$ cat config.mk
export PLATFORM = sky130hd
export DESIGN_NAME = i2c_target
export DESIGN_NICKNAME = d
export VERILOG_FILES = /design/src/rtl/i2c_target.sv
export SDC_FILE = /design/constraint.sdc
export NUM_CORES = 1
export LEC_CHECK = 0
export BUFFER_PORTS_ARGS = -buffer_cell sky130_fd_sc_hd__clkbuf_2
export CORE_ASPECT_RATIO = 0.6
export CORE_MARGIN = 1.5
export CORE_UTILIZATION = 58
export DETAILED_ROUTE_END_ITERATION = 8
export PLACE_DENSITY_LB_ADDON = 0.3
export SLEW_MARGIN = 20
export SYNTH_ARGS = -nofsm -noshare
export SYNTH_HDL_FRONTEND = slang
export SYNTH_SLANG_ARGS = --single-unit
$ cat constraint.sdc
create_clock -name clock -period 2.95 [get_ports clock]
set_input_delay 0.59 -clock clock [delete_from_list [all_inputs] [get_ports clock]]
set_output_delay 0.59 -clock clock [all_outputs]
set_load 0.1 [all_outputs]
$ cat src/rtl/i2c_target.sv
`default_nettype none
// ============================================================================
// Module   : i2c_target
// Brief    : 7-bit-address I2C target with oversampled SCL/SDA, open-drain SDA,
//            no clock stretching. Optional general-call ACK: I2C_TARGET_GENCALL_EN.
// Revision : 1.0 - initial release
// ============================================================================
module i2c_target #(
  parameter logic [6:0] ADDRESS     = 7'h27,
  parameter int         SYNC_STAGES = 2
) (
  input  logic       clock,
  input  logic       Reset,
  input  logic       SCL,
  input  logic       SDAIn,
  output logic       SDAPullLow,
  input  logic [7:0] TxData,
  output logic       TxLoad,
  output logic [7:0] RxData,
  output logic       RxValid,
  output logic       Addressed,
  output logic       Busy
);

  localparam logic [3:0] c_LAST_BIT = 4'd7;
  localparam logic [3:0] c_BYTE_END = 4'd8;

  typedef enum logic [2:0] {
    S_IDLE      = 3'd0,
    S_ADDR      = 3'd1,
    S_ADDR_ACK  = 3'd2,
    S_WRITE     = 3'd3,
    S_WRITE_ACK = 3'd4,
    S_READ      = 3'd5,
    S_READ_ACK  = 3'd6,
    S_IGNORE    = 3'd7
  } state_t;

  logic [SYNC_STAGES-1:0] r_scl_sync, r_sda_sync;
  logic                   r_scl_d, r_sda_d;
  logic                   w_scl, w_sda, w_scl_rise, w_scl_fall, w_start, w_stop;

  state_t     r_state, w_state_nxt;
  logic [3:0] r_bitcnt, w_bitcnt_nxt;
  logic [7:0] r_shift, w_shift_nxt;
  logic [7:0] r_txshift, w_txshift_nxt;
  logic [7:0] r_rxdata, w_rxdata_nxt;
  logic       r_rw, w_rw_nxt;
  logic       r_phase, w_phase_nxt;
  logic       r_sda_low, w_sda_low_nxt;
  logic       r_addressed, w_addressed_nxt;
  logic       r_busy, w_busy_nxt;
  logic       r_rxvalid, w_rxvalid_nxt;
  logic       w_txload;
  logic [7:0] w_byte;
  logic       w_match;

  always_ff @(posedge clock) begin
    if (Reset) begin
      r_scl_sync <= '1;
      r_sda_sync <= '1;
      r_scl_d    <= 1'b1;
      r_sda_d    <= 1'b1;
    end else begin
      r_scl_sync <= {r_scl_sync[SYNC_STAGES-2:0], SCL};
      r_sda_sync <= {r_sda_sync[SYNC_STAGES-2:0], SDAIn};
      r_scl_d    <= w_scl;
      r_sda_d    <= w_sda;
    end
  end

  assign w_scl      = r_scl_sync[SYNC_STAGES-1];
  assign w_sda      = r_sda_sync[SYNC_STAGES-1];
  assign w_scl_rise = w_scl & ~r_scl_d;
  assign w_scl_fall = ~w_scl & r_scl_d;
  // SCL must be high on both samples so an SCL edge can never look like START/STOP.
  assign w_start    = w_scl & r_scl_d & r_sda_d & ~w_sda;
  assign w_stop     = w_scl & r_scl_d & ~r_sda_d & w_sda;

  assign w_byte = {r_shift[6:0], w_sda};
`ifdef I2C_TARGET_GENCALL_EN
  assign w_match = (w_byte[7:1] == ADDRESS) || (w_byte == 8'h00);
`else
  assign w_match = (w_byte[7:1] == ADDRESS);
`endif

  always_ff @(posedge clock) begin
    if (Reset) begin
      r_state     <= S_IDLE;
      r_bitcnt    <= 4'd0;
      r_shift     <= 8'h00;
      r_txshift   <= 8'h00;
      r_rxdata    <= 8'h00;
      r_rw        <= 1'b0;
      r_phase     <= 1'b0;
      r_sda_low   <= 1'b0;
      r_addressed <= 1'b0;
      r_busy      <= 1'b0;
      r_rxvalid   <= 1'b0;
    end else begin
      r_state     <= w_state_nxt;
      r_bitcnt    <= w_bitcnt_nxt;
      r_shift     <= w_shift_nxt;
      r_txshift   <= w_txshift_nxt;
      r_rxdata    <= w_rxdata_nxt;
      r_rw        <= w_rw_nxt;
      r_phase     <= w_phase_nxt;
      r_sda_low   <= w_sda_low_nxt;
      r_addressed <= w_addressed_nxt;
      r_busy      <= w_busy_nxt;
      r_rxvalid   <= w_rxvalid_nxt;
    end
  end

  always_comb begin
    w_state_nxt     = r_state;
    w_bitcnt_nxt    = r_bitcnt;
    w_shift_nxt     = r_shift;
    w_txshift_nxt   = r_txshift;
    w_rxdata_nxt    = r_rxdata;
    w_rw_nxt        = r_rw;
    w_phase_nxt     = r_phase;
    w_sda_low_nxt   = r_sda_low;
    w_addressed_nxt = r_addressed;
    w_busy_nxt      = r_busy;
    w_rxvalid_nxt   = 1'b0;
    w_txload        = 1'b0;

    if (w_start) begin
      w_state_nxt     = S_ADDR;
      w_bitcnt_nxt    = 4'd0;
      w_busy_nxt      = 1'b1;
      w_addressed_nxt = 1'b0;
      w_sda_low_nxt   = 1'b0;
    end else if (w_stop) begin
      w_state_nxt     = S_IDLE;
      w_busy_nxt      = 1'b0;
      w_addressed_nxt = 1'b0;
      w_sda_low_nxt   = 1'b0;
    end else begin
      case (r_state)
        S_ADDR: begin
          if (w_scl_rise) begin
            w_shift_nxt  = w_byte;
            w_bitcnt_nxt = r_bitcnt + 4'd1;
            if (r_bitcnt == c_LAST_BIT) begin
              w_bitcnt_nxt = 4'd0;
              w_phase_nxt  = 1'b0;
              w_rw_nxt     = w_byte[0];
              w_state_nxt  = w_match ? S_ADDR_ACK : S_IGNORE;
            end
          end
        end
        S_ADDR_ACK: begin
          if (w_scl_fall) begin
            if (!r_phase) begin
              w_phase_nxt     = 1'b1;
              w_sda_low_nxt   = 1'b1;
              w_addressed_nxt = 1'b1;
              if (r_rw) begin
                w_txload      = 1'b1;
                w_txshift_nxt = TxData;
              end
            end else if (r_rw) begin
              // The captured byte's MSB goes out on the same fall that ends the ACK.
              w_sda_low_nxt = ~r_txshift[7];
              w_txshift_nxt = {r_txshift[6:0], 1'b0};
              w_bitcnt_nxt  = 4'd1;
              w_state_nxt   = S_READ;
            end else begin
              w_sda_low_nxt = 1'b0;
              w_bitcnt_nxt  = 4'd0;
              w_state_nxt   = S_WRITE;
            end
          end
        end
        S_WRITE: begin
          if (w_scl_rise) begin
            w_shift_nxt  = w_byte;
            w_bitcnt_nxt = r_bitcnt + 4'd1;
            if (r_bitcnt == c_LAST_BIT) begin
              w_rxdata_nxt  = w_byte;
              w_rxvalid_nxt = 1'b1;
              w_bitcnt_nxt  = 4'd0;
              w_phase_nxt   = 1'b0;
              w_state_nxt   = S_WRITE_ACK;
            end
          end
        end
        S_WRITE_ACK: begin
          if (w_scl_fall) begin
            if (!r_phase) begin
              w_phase_nxt   = 1'b1;
              w_sda_low_nxt = 1'b1;
            end else begin
              w_sda_low_nxt = 1'b0;
              w_state_nxt   = S_WRITE;
            end
          end
        end
        S_READ: begin
          if (w_scl_fall) begin
            if (r_bitcnt == c_BYTE_END) begin
              w_sda_low_nxt = 1'b0;
              w_bitcnt_nxt  = 4'd0;
              w_phase_nxt   = 1'b0;
              w_state_nxt   = S_READ_ACK;
            end else begin
              w_sda_low_nxt = ~r_txshift[7];
              w_txshift_nxt = {r_txshift[6:0], 1'b0};
              w_bitcnt_nxt  = r_bitcnt + 4'd1;
            end
          end
        end
        S_READ_ACK: begin
          if (w_scl_rise) begin
            if (w_sda) w_state_nxt = S_IGNORE;
            else       w_phase_nxt = 1'b1;
          end else if (w_scl_fall && r_phase) begin
            w_txload      = 1'b1;
            w_sda_low_nxt = ~TxData[7];
            w_txshift_nxt = {TxData[6:0], 1'b0};
            w_bitcnt_nxt  = 4'd1;
            w_state_nxt   = S_READ;
          end
        end
        S_IGNORE: w_sda_low_nxt = 1'b0;
        default:  w_state_nxt = r_state;
      endcase
    end
  end

  // Reset releases the pad combinationally so the bus is freed without waiting an edge.
  assign SDAPullLow = r_sda_low & ~Reset;
  assign TxLoad     = w_txload;
  assign RxData     = r_rxdata;
  assign RxValid    = r_rxvalid;
  assign Addressed  = r_addressed;
  assign Busy       = r_busy;

endmodule
`default_nettype wire

==> metrics.csv <==
metric,value,unit
average cell area after synthesis,8.534,um2
skew final,0.01030,ns
Setup TNS,0,ns
Gate power share,6.5,%
Reg power frac,51.7,%
IO Pins,25,
final setup fails,0,
Post-synth ARST share,0,%
CTS Sinks,42,
core area,3637,um2
"Clk Latency, worst-skew pair",0.30,ns
Post-Syn Area,2193,um2
post-synthesis adder-cell area fraction,1.141,%
num rows,17,
"Top FF cell, synth",dfxtp_1,
final worst-path cycle share,90.28,%
CTS tree,done,
antenna violations before repair,0,
ranking of synthesized cells by area,"dfxtp_1 38%, mux2i_1 5.0%, a21oi_1 4.8%, nand2_1 4.4%, nor2_1 4.3%",
status,completed,
most area-hungry cell type in the Yosys netlist,dfxtp_1,
main combinational cell family by area after synthesis,compound AO/OA/AOI/OAI gates,
cts hold-fix bufs,0,
Post-CTS Resized,0,
most frequent cells in the layout,"42 x dfxtp_1, 26 x nand2_1, 24 x nor2_1, 24 x clkbuf_2, 21 x a21oi_1",
# DRC,0,
Total GRT Usage,25.92,%
sequential area share after synthesis,38.33,%
final WL,4.931,mm
Leak Pwr,0.8766,nW
die footprint,4172,um2
Die Wd,82.39,um
IO Port Bufs,24,
Post-Synth XOR/XNOR Area,0.3993,%
Mapped Cells,257,
"Distinct cells, synth",49,
layout cells sized above 1,21.01,%
total CTS buffers,5,
final core utilization,67.32,%
Starting Density,60.30,%
Switching Share,23.91,%
Reg area,840.8,um2
Crit Path Max Fanout,22,
startpoint types,register,
final net count,289,
CTS H-tree lvls,2,
Post-synth EDFFs,0,
Layout Area Growth over Synthesis,11.64,%
syn nets,271,
YS warnings,0,
Fillers,299,
Tightest Pin Transition,0.7311,ns
MaxCap Viol Count,0,
number of global-route vias before repair,1645,
DP HPWL,3.452,mm
CTS Buffer Depth,2,
first-pass GRT wire length,8.162,mm
Final Hold Viols,0,
power per cell area,461.0,nW/um2
largest net degree at the start of global routing,37,
WP data required,2.36,ns
Slew Limit Fails,0,
#FFs+latches synth,42,
drt first pass iters,7,
worst min-delay path category,register to register,
Non-Filler Instances,323,
Worst Path Arrival,2.07,ns
simple-gate share of the synthesized area,24.13,%
CP Class,register to primary output,
DR WL/cell,15.27,um
Placed Cells,315,
Peak VDD IR,0.3623,mV
Critical Path End Type,primary output,
"most common cell after layout, fill and taps aside",dfxtp_1,
Final ANT Viol Nets,0,
gpl congestion,0.9373,
vias,1999,
drt initial violations,296,
Post-CTS Setup Repair Bufs,0,
grt total ovfl,0,
Compound-Gate Fraction of Synth Area,25.73,%
ant diodes,0,
area share of the leading cell type in the synthesized netlist,38.33,%
Max Freq,375.5,MHz
area of the multi-input gates,1240,um2
Clock power frac,41.9,%
final worst path period need,2.663,ns
RSZ-0062 raised after global routing,no,
NetSw,0.0002699,W
mux contribution to synthesized area,5.020,%
drt via density,6.189,
Root Driver,clkbuf_8,
Die Ht,50.64,um
reg2reg setup slack,0.57,ns
relative slew slack,51.19,%
"CTS clk-pin slew, worst paths",0.09,ns
total power,0.001129,W
internal power,0.0008588,W
[through the flow]
step                instance area, um2  worst slack (ns)  hold WS (ns)
floorplan                         2196            0.2580        0.3895
global placement                  2331            0.6944        0.3917
detailed placement                2331            0.6756        0.3971
CTS                               2449            0.3339        0.4195
global route                      2449            0.1611        0.4266
finish                            2449            0.2867        0.4144
[metal layers]
layer,part of all wire (%),GRT usage [%],up-vias
met5,0,0,-
met4,0.99,6.780,0
met3,7.5,6.909,9
met2,41,34.01,92
met1,50,40.51,919
li1,-,-,979
[synth_stat cells, drive strengths merged, types with 3 or more instances]
library cell,count
a211o,3
a211oi,8
a21oi,22
a222oi,7
a31oi,3
and2,3
buf,6
clkbuf,12
dfxtp,42
inv,9
mux2i,11
nand2,26
nand2b,8
nand3,5
nand3b,3
nand4,3
nor2,27
nor2b,6
o21ai,11
o221ai,3
o22ai,3
or2,7
[cell type report]
type,count,area share [%]
clock inverters,3,1.993
repair buffers,29,6.438
clock buffers,5,2.810
multi-input cells,188,50.64
flip-flops and latches,42,34.34
inverters,9,1.380
well taps,47,2.402
[registers in the layout, summed over array words and instances (netlist names)]
register    flops
r_txshift       8
r_scl_d         1
RxValid         1
r_sda_sync      2
r_phase         1
Addressed       1
r_sda_low       1
r_rw            1
r_state         3
r_scl_sync      2
r_bitcnt        4
r_sda_d         1
RxData          8
r_shift         7
Busy            1
[power by group through the flow]
stage / clock, W / sequential (W) / combinational [W]
2_1_floorplan: 0 / 0.000595 / 0.0000507
3_3_place_gp: 0 / 0.000596 / 0.0000710
3_5_place_dp: 0 / 0.000596 / 0.0000715
4_1_cts: 0.000480 / 0.000582 / 0.0000719
5_1_grt: 0.000505 / 0.000585 / 0.0000794
6_report: 0.000473 / 0.000583 / 0.0000731
[path summary, 6_finish.rpt]
kind	from	endpoint	cells after the start
hold / removal	r_sda_sync[0]	r_sda_sync[1]	1
setup / recovery	r_state[1]	TxLoad	4
hold reg to reg	r_sda_sync[0]	r_sda_sync[1]	1
setup reg to reg	r_state[0]	r_txshift[2]	6
[kinds of logic after synthesis]
logic type      Yosys count
mux                      11
xor+xnor                  1
flops                    42
fa+ha+maj                 2
simple gates            101
compound gates           73
buf+inv                  27
[worst max-delay path: stages, from the launching register on]
cell and delay [ns]:
dfxtp_1 0.80, and2b_1 0.31, nand2_1 0.09, nor2_2 0.11, clkbuf_2 0.46
No activity file was read; power rests on OpenSTA's default activity.
